File: src/rtl/mips_pkg.sv
`default_nettype none
// ============================================================================
// Module : mips_pkg
// Desc   : Shared encodings for the MIPS R2000 execute stage (ALU ops, funct
//          codes, control-field bit positions).
// Rev    : 1.0
// ============================================================================
package mips_pkg;

  typedef enum logic [3:0] {
    ALU_ADD   = 4'd0,
    ALU_ADDU  = 4'd1,
    ALU_SUB   = 4'd2,
    ALU_SUBU  = 4'd3,
    ALU_AND   = 4'd4,
    ALU_OR    = 4'd5,
    ALU_XOR   = 4'd6,
    ALU_NOR   = 4'd7,
    ALU_SLT   = 4'd8,
    ALU_SLTU  = 4'd9,
    ALU_SLL   = 4'd10,
    ALU_SRL   = 4'd11,
    ALU_SRA   = 4'd12,
    ALU_LUI   = 4'd13,
    ALU_LINK  = 4'd14,
    ALU_FUNCT = 4'd15
  } alu_op_e;

  localparam logic [5:0] FN_SLL  = 6'h00;
  localparam logic [5:0] FN_SRL  = 6'h02;
  localparam logic [5:0] FN_SRA  = 6'h03;
  localparam logic [5:0] FN_JR   = 6'h08;
  localparam logic [5:0] FN_ADD  = 6'h20;
  localparam logic [5:0] FN_ADDU = 6'h21;
  localparam logic [5:0] FN_SUB  = 6'h22;
  localparam logic [5:0] FN_SUBU = 6'h23;
  localparam logic [5:0] FN_AND  = 6'h24;
  localparam logic [5:0] FN_OR   = 6'h25;
  localparam logic [5:0] FN_XOR  = 6'h26;
  localparam logic [5:0] FN_NOR  = 6'h27;
  localparam logic [5:0] FN_SLT  = 6'h2A;
  localparam logic [5:0] FN_SLTU = 6'h2B;

  localparam int EX_REG_DST    = 5;
  localparam int EX_ALU_OP_MSB = 4;
  localparam int EX_ALU_OP_LSB = 1;
  localparam int EX_ALU_SRC    = 0;

  localparam int M_BRANCH    = 2;
  localparam int M_MEM_READ  = 1;
  localparam int M_MEM_WRITE = 0;

  localparam int WB_REG_WRITE  = 1;
  localparam int WB_MEM_TO_REG = 0;

  localparam logic [4:0] LINK_REG = 5'd31;

endpackage
`default_nettype wire

File: src/rtl/ex_alu.sv
`default_nettype none
// ============================================================================
// Module : ex_alu
// Desc   : Combinational MIPS ALU with funct decode; EX_OVERFLOW_TRAP_EN
//          enables signed-overflow detection for ADD/SUB.
// Rev    : 1.0
// ============================================================================
module ex_alu
  import mips_pkg::*;
#(
  parameter int DW = 32
) (
  input  logic [DW-1:0] a,
  input  logic [DW-1:0] b,
  input  alu_op_e       op,
  input  logic [4:0]    shamt,
  input  logic [5:0]    funct,
  input  logic [15:0]   lui_imm,
  input  logic [DW-1:0] pc,
  output logic [DW-1:0] result,
  output logic          zero,
  output logic          over
);

  alu_op_e       op_eff;
  logic [DW-1:0] sum;
  logic [DW-1:0] diff;

  assign sum  = a + b;
  assign diff = a - b;

  // R-type instructions are folded onto the direct op codes; JR and unknown
  // functs stay as ALU_FUNCT, which yields a zero result below.
  always_comb begin
    op_eff = op;
    if (op == ALU_FUNCT) begin
      case (funct)
        FN_ADD:  op_eff = ALU_ADD;
        FN_ADDU: op_eff = ALU_ADDU;
        FN_SUB:  op_eff = ALU_SUB;
        FN_SUBU: op_eff = ALU_SUBU;
        FN_AND:  op_eff = ALU_AND;
        FN_OR:   op_eff = ALU_OR;
        FN_XOR:  op_eff = ALU_XOR;
        FN_NOR:  op_eff = ALU_NOR;
        FN_SLT:  op_eff = ALU_SLT;
        FN_SLTU: op_eff = ALU_SLTU;
        FN_SLL:  op_eff = ALU_SLL;
        FN_SRL:  op_eff = ALU_SRL;
        FN_SRA:  op_eff = ALU_SRA;
        default: op_eff = ALU_FUNCT;
      endcase
    end
  end

  always_comb begin
    result = '0;
    case (op_eff)
      ALU_ADD, ALU_ADDU: result = sum;
      ALU_SUB, ALU_SUBU: result = diff;
      ALU_AND:           result = a & b;
      ALU_OR:            result = a | b;
      ALU_XOR:           result = a ^ b;
      ALU_NOR:           result = ~(a | b);
      ALU_SLT:           result = DW'($signed(a) < $signed(b));
      ALU_SLTU:          result = DW'(a < b);
      ALU_SLL:           result = b << shamt;
      ALU_SRL:           result = b >> shamt;
      ALU_SRA:           result = $unsigned($signed(b) >>> shamt);
      ALU_LUI:           result = DW'({lui_imm, 16'h0000});
      ALU_LINK:          result = pc + DW'(8);
      default:           result = '0;
    endcase
  end

  assign zero = (result == '0);

`ifdef EX_OVERFLOW_TRAP_EN
  always_comb begin
    case (op_eff)
      ALU_ADD: over = (a[DW-1] == b[DW-1]) && (sum[DW-1]  != a[DW-1]);
      ALU_SUB: over = (a[DW-1] != b[DW-1]) && (diff[DW-1] != a[DW-1]);
      default: over = 1'b0;
    endcase
  end
`else
  assign over = 1'b0;
`endif

endmodule
`default_nettype wire

File: src/rtl/ex_stage.sv
`default_nettype none
// ============================================================================
// Module : ex_stage
// Desc   : MIPS R2000 execute stage: operand forwarding, ALU, destination
//          select and EX/MEM register. EX_OVERFLOW_TRAP_EN enables overflow
//          suppression of M/WB controls.
// Rev    : 1.0
// ============================================================================
module ex_stage
  import mips_pkg::*;
#(
  parameter int DW = 32,
  parameter int RW = 5
) (
  input  logic          clk,
  input  logic          rst,
  input  logic [DW-1:0] pc_ex,
  input  logic [DW-1:0] data_1,
  input  logic [DW-1:0] data_2,
  input  logic [RW-1:0] rs,
  input  logic [RW-1:0] rt,
  input  logic [RW-1:0] rd,
  input  logic [5:0]    ex,
  input  logic [2:0]    m,
  input  logic [1:0]    wb,
  input  logic          wb_reg_write,
  input  logic [RW-1:0] write_register_mem,
  input  logic          flush_ex,
  input  logic [DW-1:0] write_data_reg,
  input  logic [DW-1:0] imm,
  output logic          zero,
  output logic          over,
  output logic [DW-1:0] res,
  output logic [RW-1:0] write_register_ex,
  output logic [DW-1:0] write_data_ex,
  output logic [2:0]    m_MEM,
  output logic [1:0]    wb_MEM
);

  logic [DW-1:0] res_q, res_d;
  logic [RW-1:0] wreg_q, wreg_d;
  logic [DW-1:0] wdata_q, wdata_d;
  logic [2:0]    m_q, m_d;
  logic [1:0]    wb_q, wb_d;

  logic [DW-1:0] fwd_a, fwd_b, alu_b, alu_res;
  logic          exmem_fwd, memwb_fwd, kill;
  alu_op_e       alu_op;

  assign alu_op = alu_op_e'(ex[EX_ALU_OP_MSB:EX_ALU_OP_LSB]);

  // A load sitting in MEM has no data yet; ID stalls that case instead.
  assign exmem_fwd = wb_q[WB_REG_WRITE] && !wb_q[WB_MEM_TO_REG] && (wreg_q != '0);
  assign memwb_fwd = wb_reg_write && (write_register_mem != '0);

  always_comb begin
    fwd_a = data_1;
    if (exmem_fwd && (wreg_q == rs))
      fwd_a = res_q;
    else if (memwb_fwd && (write_register_mem == rs))
      fwd_a = write_data_reg;

    fwd_b = data_2;
    if (exmem_fwd && (wreg_q == rt))
      fwd_b = res_q;
    else if (memwb_fwd && (write_register_mem == rt))
      fwd_b = write_data_reg;
  end

  assign alu_b = ex[EX_ALU_SRC] ? imm : fwd_b;

  ex_alu #(
    .DW (DW)
  ) u_alu (
    .a       (fwd_a),
    .b       (alu_b),
    .op      (alu_op),
    .shamt   (imm[10:6]),
    .funct   (imm[5:0]),
    .lui_imm (imm[15:0]),
    .pc      (pc_ex),
    .result  (alu_res),
    .zero    (zero),
    .over    (over)
  );

`ifdef EX_OVERFLOW_TRAP_EN
  assign kill = flush_ex | over;
`else
  assign kill = flush_ex;
`endif

  always_comb begin
    res_d   = alu_res;
    wdata_d = fwd_b;
    wreg_d  = ex[EX_REG_DST] ? rd : rt;
    if (alu_op == ALU_LINK)
      wreg_d = RW'(LINK_REG);
    m_d  = m;
    wb_d = wb;
    if (kill) begin
      m_d  = '0;
      wb_d = '0;
    end
  end

  always_ff @(posedge clk) begin
    if (rst) begin
      res_q   <= '0;
      wreg_q  <= '0;
      wdata_q <= '0;
      m_q     <= '0;
      wb_q    <= '0;
    end else begin
      res_q   <= res_d;
      wreg_q  <= wreg_d;
      wdata_q <= wdata_d;
      m_q     <= m_d;
      wb_q    <= wb_d;
    end
  end

  assign res               = res_q;
  assign write_register_ex = wreg_q;
  assign write_data_ex     = wdata_q;
  assign m_MEM             = m_q;
  assign wb_MEM            = wb_q;

endmodule
`default_nettype wire

File: config.mk
export PLATFORM = sky130hd
export DESIGN_NAME = ex_stage
export DESIGN_NICKNAME = d
export VERILOG_FILES = /design/src/rtl/mips_pkg.sv /design/src/rtl/ex_alu.sv /design/src/rtl/ex_stage.sv
export SDC_FILE = /design/constraint.sdc
export NUM_CORES = 1
export LEC_CHECK = 0
export BUFFER_PORTS_ARGS = -buffer_cell sky130_fd_sc_hd__buf_2
export CAP_MARGIN = 20
export CORE_MARGIN = 3
export CORE_UTILIZATION = 55
export DETAILED_ROUTE_END_ITERATION = 12
export PLACE_DENSITY = 0.8
export SLEW_MARGIN = 20
export SYNTH_ARGS = -nofsm -noshare
export SYNTH_HDL_FRONTEND = slang
export SYNTH_HIERARCHICAL = 1
export SYNTH_SLANG_ARGS = --single-unit
export TNS_END_PERCENT = 1
File: constraint.sdc
create_clock -name clk -period 15.9 [get_ports clk]
set_input_delay 4.77 -clock clk [delete_from_list [all_inputs] [get_ports clk]]
set_output_delay 4.77 -clock clk [all_outputs]
set_load 0.05 [all_outputs]
==> flow_summary_export.csv <==
group,metric,value,unit
clocking,clockBufferDepth,2,
timing,finClkSkew,0.00687,ns
setup_path,reg2reg_depth,20,
setup_path,worstSetupEndpoint,"zero",
finish,drive_above_1_share,22.1,%
timing,fmax,63.2,MHz
route,wl_per_cell,28.8,um
yosys,synth_cell_types,100,
timing,final.min_clock_period,15.83,ns
yosys,syn_nets,2495,
timing,slew_viol_final,0,
die,die_x,175,um
timing,finalSetupViolCount,0,
finish,fill_cells,2550,
yosys,avgSynthCellArea,7.18,sq um
timing,setup_tns,0,ns
grt,grtUsageTotal,49.2,%
die,initial_core_util,56.2,%
yosys,ys_ff_latch,74,
route,routed_wl,80000,um
die,die_area,0.0306,sq mm
finish,area_growth,13.8,%
yosys,synthTopCellsByCount,"210 x nand2_1, 202 x nor2_1, 147 x o21ai_0",
die,ios,271,
setup_path,ff2ff_setup_slack,9.27,ns
setup_path,startpoint_type,"primary input",
timing,relSlewSlack,17.2,%
setup_path,cp-end-kind,"primary output",
pwr,ir_drop,0.0000457,V
yosys,post-synth-top-count-cell,"nand2_1",
setup_path,worstPathRequired,11.13,ns
die,rows,61,
clocking,cts_buffers,9,
place,io_buffers,269,
setup_path,path_class,"primary input to primary output",
pwr,power,1170,uW
clocking,cts.sinks,74,
grt,grt_start_max_net_pins,71,
yosys,async_flop_share,0,%
clocking,cts_root_buf,"clkbuf_16",
yosys,post-synth-top-area-fraction,9.43,%
grt,antenna_found_initial,5,
place,place_hpwl,63300,um
setup_path,cp.arrival,11.06,ns
yosys,synth_edf_count,0,
worst_hold_path,hold_depth,2,
pwr,power_density,65.6,mW/mm^2
timing,min_period_over_period,99.6,%
status,status,"completed",
place,place_congestion,1.15,
setup_path,r2r-end,"res[30]",
route,drt-initial-drc-count,3458,
grt,grt_first_pass_wirelength,115000,um
timing,worst_slew_pin_slew,1.23,ns
finish,nets,2699,
grt,overflow,0,
clocking,cts_max_level,3,
setup_path,r2r-start,"write_register_ex[4]",
yosys,yosys_warnings,6,
yosys,ys_seq_area_share,9.43,%
route,vias,19900,
setup_path,cp-startpoint,"write_register_mem[1]",
yosys,syn_area,0.0157,sq mm
run,drv_cap,0,
clocking,cts_tree,"built",
worst_hold_path,hp-class,"flip-flop to flip-flop",
setup_path,path_max_fanout,11,
yosys,synthTopCellsByArea,"dfxtp_1 9.4%, ha_1 8.8%, mux2i_1 8.5%",
die,core,0.0279,sq mm
clocking,clock_latency,0.33,ns
yosys,postSynthCellCount,2187,
pwr,leakagePower,0.00795,uW
route,drc,0,
clocking,cts.reportedPaths.clkPinSlew,0.06,ns
die,die_y,175,um
timing,rsz0062_at_grt,"false",
route,viasPerCell,7.16,
grt,grt_pass1_vias,18500,
route,drt-pass1-iter-count,6,
yosys,synth_area_leader_cell,"dfxtp_1",
route,postRouteAntennaNets,0,
yosys,ys.flop_type,"dfxtp_1",
timing,hold_viol,0,
cells by family (layout without fill, tap and decap cells):
| group | Yosys count | in the layout | synth area share (%) |
|---|---|---|---|
| compound gates | 684 | 684 | 30.9 |
| buf+inv | 314 | 523 | 8.44 |
| xor+xnor | 68 | 68 | 3.79 |
| fa+ha+maj | 113 | 113 | 9.10 |
| flops | 74 | 74 | 9.43 |
| other cells | 1 | 5 | 0.0239 |
| mux | 196 | 196 | 15.6 |
| simple gates | 737 | 737 | 22.7 |
per-layer routing:
layer / routed length, um / track usage, % / share of wire (%)
met1: 28800 / 61.9 / 36
met2: 32200 / 71.7 / 40
met3: 12500 / 17.1 / 16
met4: 6430 / 31.3 / 8.0
met5: 8 / 0 / 0.010
cell usage in the layout (no fill, tap or decap), types with 27 or more instances in the layout:
cell type / Yosys / routed
a211oi_1: 42 / 42
a21oi_1: 137 / 136
buf_2: 37 / 267
buf_4: 10 / 108
dfxtp_1: 74 / 74
ha_1: 111 / 111
inv_1: 129 / 129
mux2i_1: 134 / 134
mux4_2: 37 / 37
nand2_1: 210 / 210
nand3_1: 50 / 50
nand4_1: 27 / 27
nor2_1: 202 / 202
nor2b_1: 48 / 48
nor3_1: 79 / 75
o211a_1: 34 / 34
o211ai_1: 33 / 33
o21ai_0: 147 / 146
o31ai_2: 32 / 33
xnor2_1: 47 / 47
how the worst min path moves through the flow:
stage	slack, ns	end	startpoint
2_1_floorplan	0.76	write_data_ex[0]	res[0]
3_3_place_gp	0.56	write_data_ex[16]	res[16]
3_5_place_dp	0.57	write_data_ex[14]	res[14]
4_1_cts	0.59	write_data_ex[14]	res[14]
5_1_grt	0.62	write_data_ex[14]	res[14]
6_report	0.59	write_data_ex[14]	res[14]
flip-flops by register name, indices dropped and copies added (netlist names):
name               count
write_register_ex      5
res                   32
wb_MEM                 2
write_data_ex         32
m_MEM                  3
timing repair:
item | 4_1_cts | 5_1_grt
hold buffers | 0 | 0
setup buffers | 0 | 1
setup endpoints to repair | 0 | 1
gates resized for setup | 0 | 5
power breakdown:
group	switching (uW)	internal (uW)	leakage, uW
Combinational	498	247	0.00718
Sequential	11.8	201	0.000613
Clock	84.1	131	0.000152
layout make-up:
class | instances | area, sq um | share of cell area [%]
tap | 378 | 473 | 2.65
clock buffer | 11 | 253 | 1.41
multi-input combinational | 1799 | 13000 | 72.5
clock inverter | 5 | 60.1 | 0.336
antenna | 4 | 10.0 | 0.0560
inverter | 132 | 495 | 2.77
sequential | 74 | 1480 | 8.29
timing repair buffer | 375 | 2150 | 12.0
metrics by stage:
step | utilization (%) | instance area [sq um] | cells | hold slack, ns | worst slack [ns]
floorplan | - | 15700 | 2187 | 0.759 | 1.04
global placement | 62.7 | 17500 | 2757 | 0.561 | 0.0914
detailed placement | 62.7 | 17500 | 2757 | 0.575 | 0.0403
CTS | 63.9 | 17800 | 2773 | 0.588 | 0.0142
global route | 64.0 | 17900 | 2777 | 0.616 | 0.0242
finish | 64.0 | 17900 | 2778 | 0.589 | 0.0669
critical path, stage by stage:
cell and delay (ns):
buf_2 0.13, or4_4 0.56, o211ai_4 0.31, or2_1 0.29, buf_4 0.24, o211a_1 0.18, o31ai_1 0.14, ha_1 0.31
fa_1 0.42, a211oi_1 0.34, buf_4 0.20, o2111ai_1 0.16, nand3_1 0.23, nor2_1 0.08, o32ai_1 0.26, mux2i_1 0.32
nand4_1 0.30, nor4_2 0.49, nand4_1 0.18, nor4_2 0.34, and4b_1 0.27, nor4b_4 0.23, buf_2 0.32
Note: power is estimated with default switching activity, not from simulation.
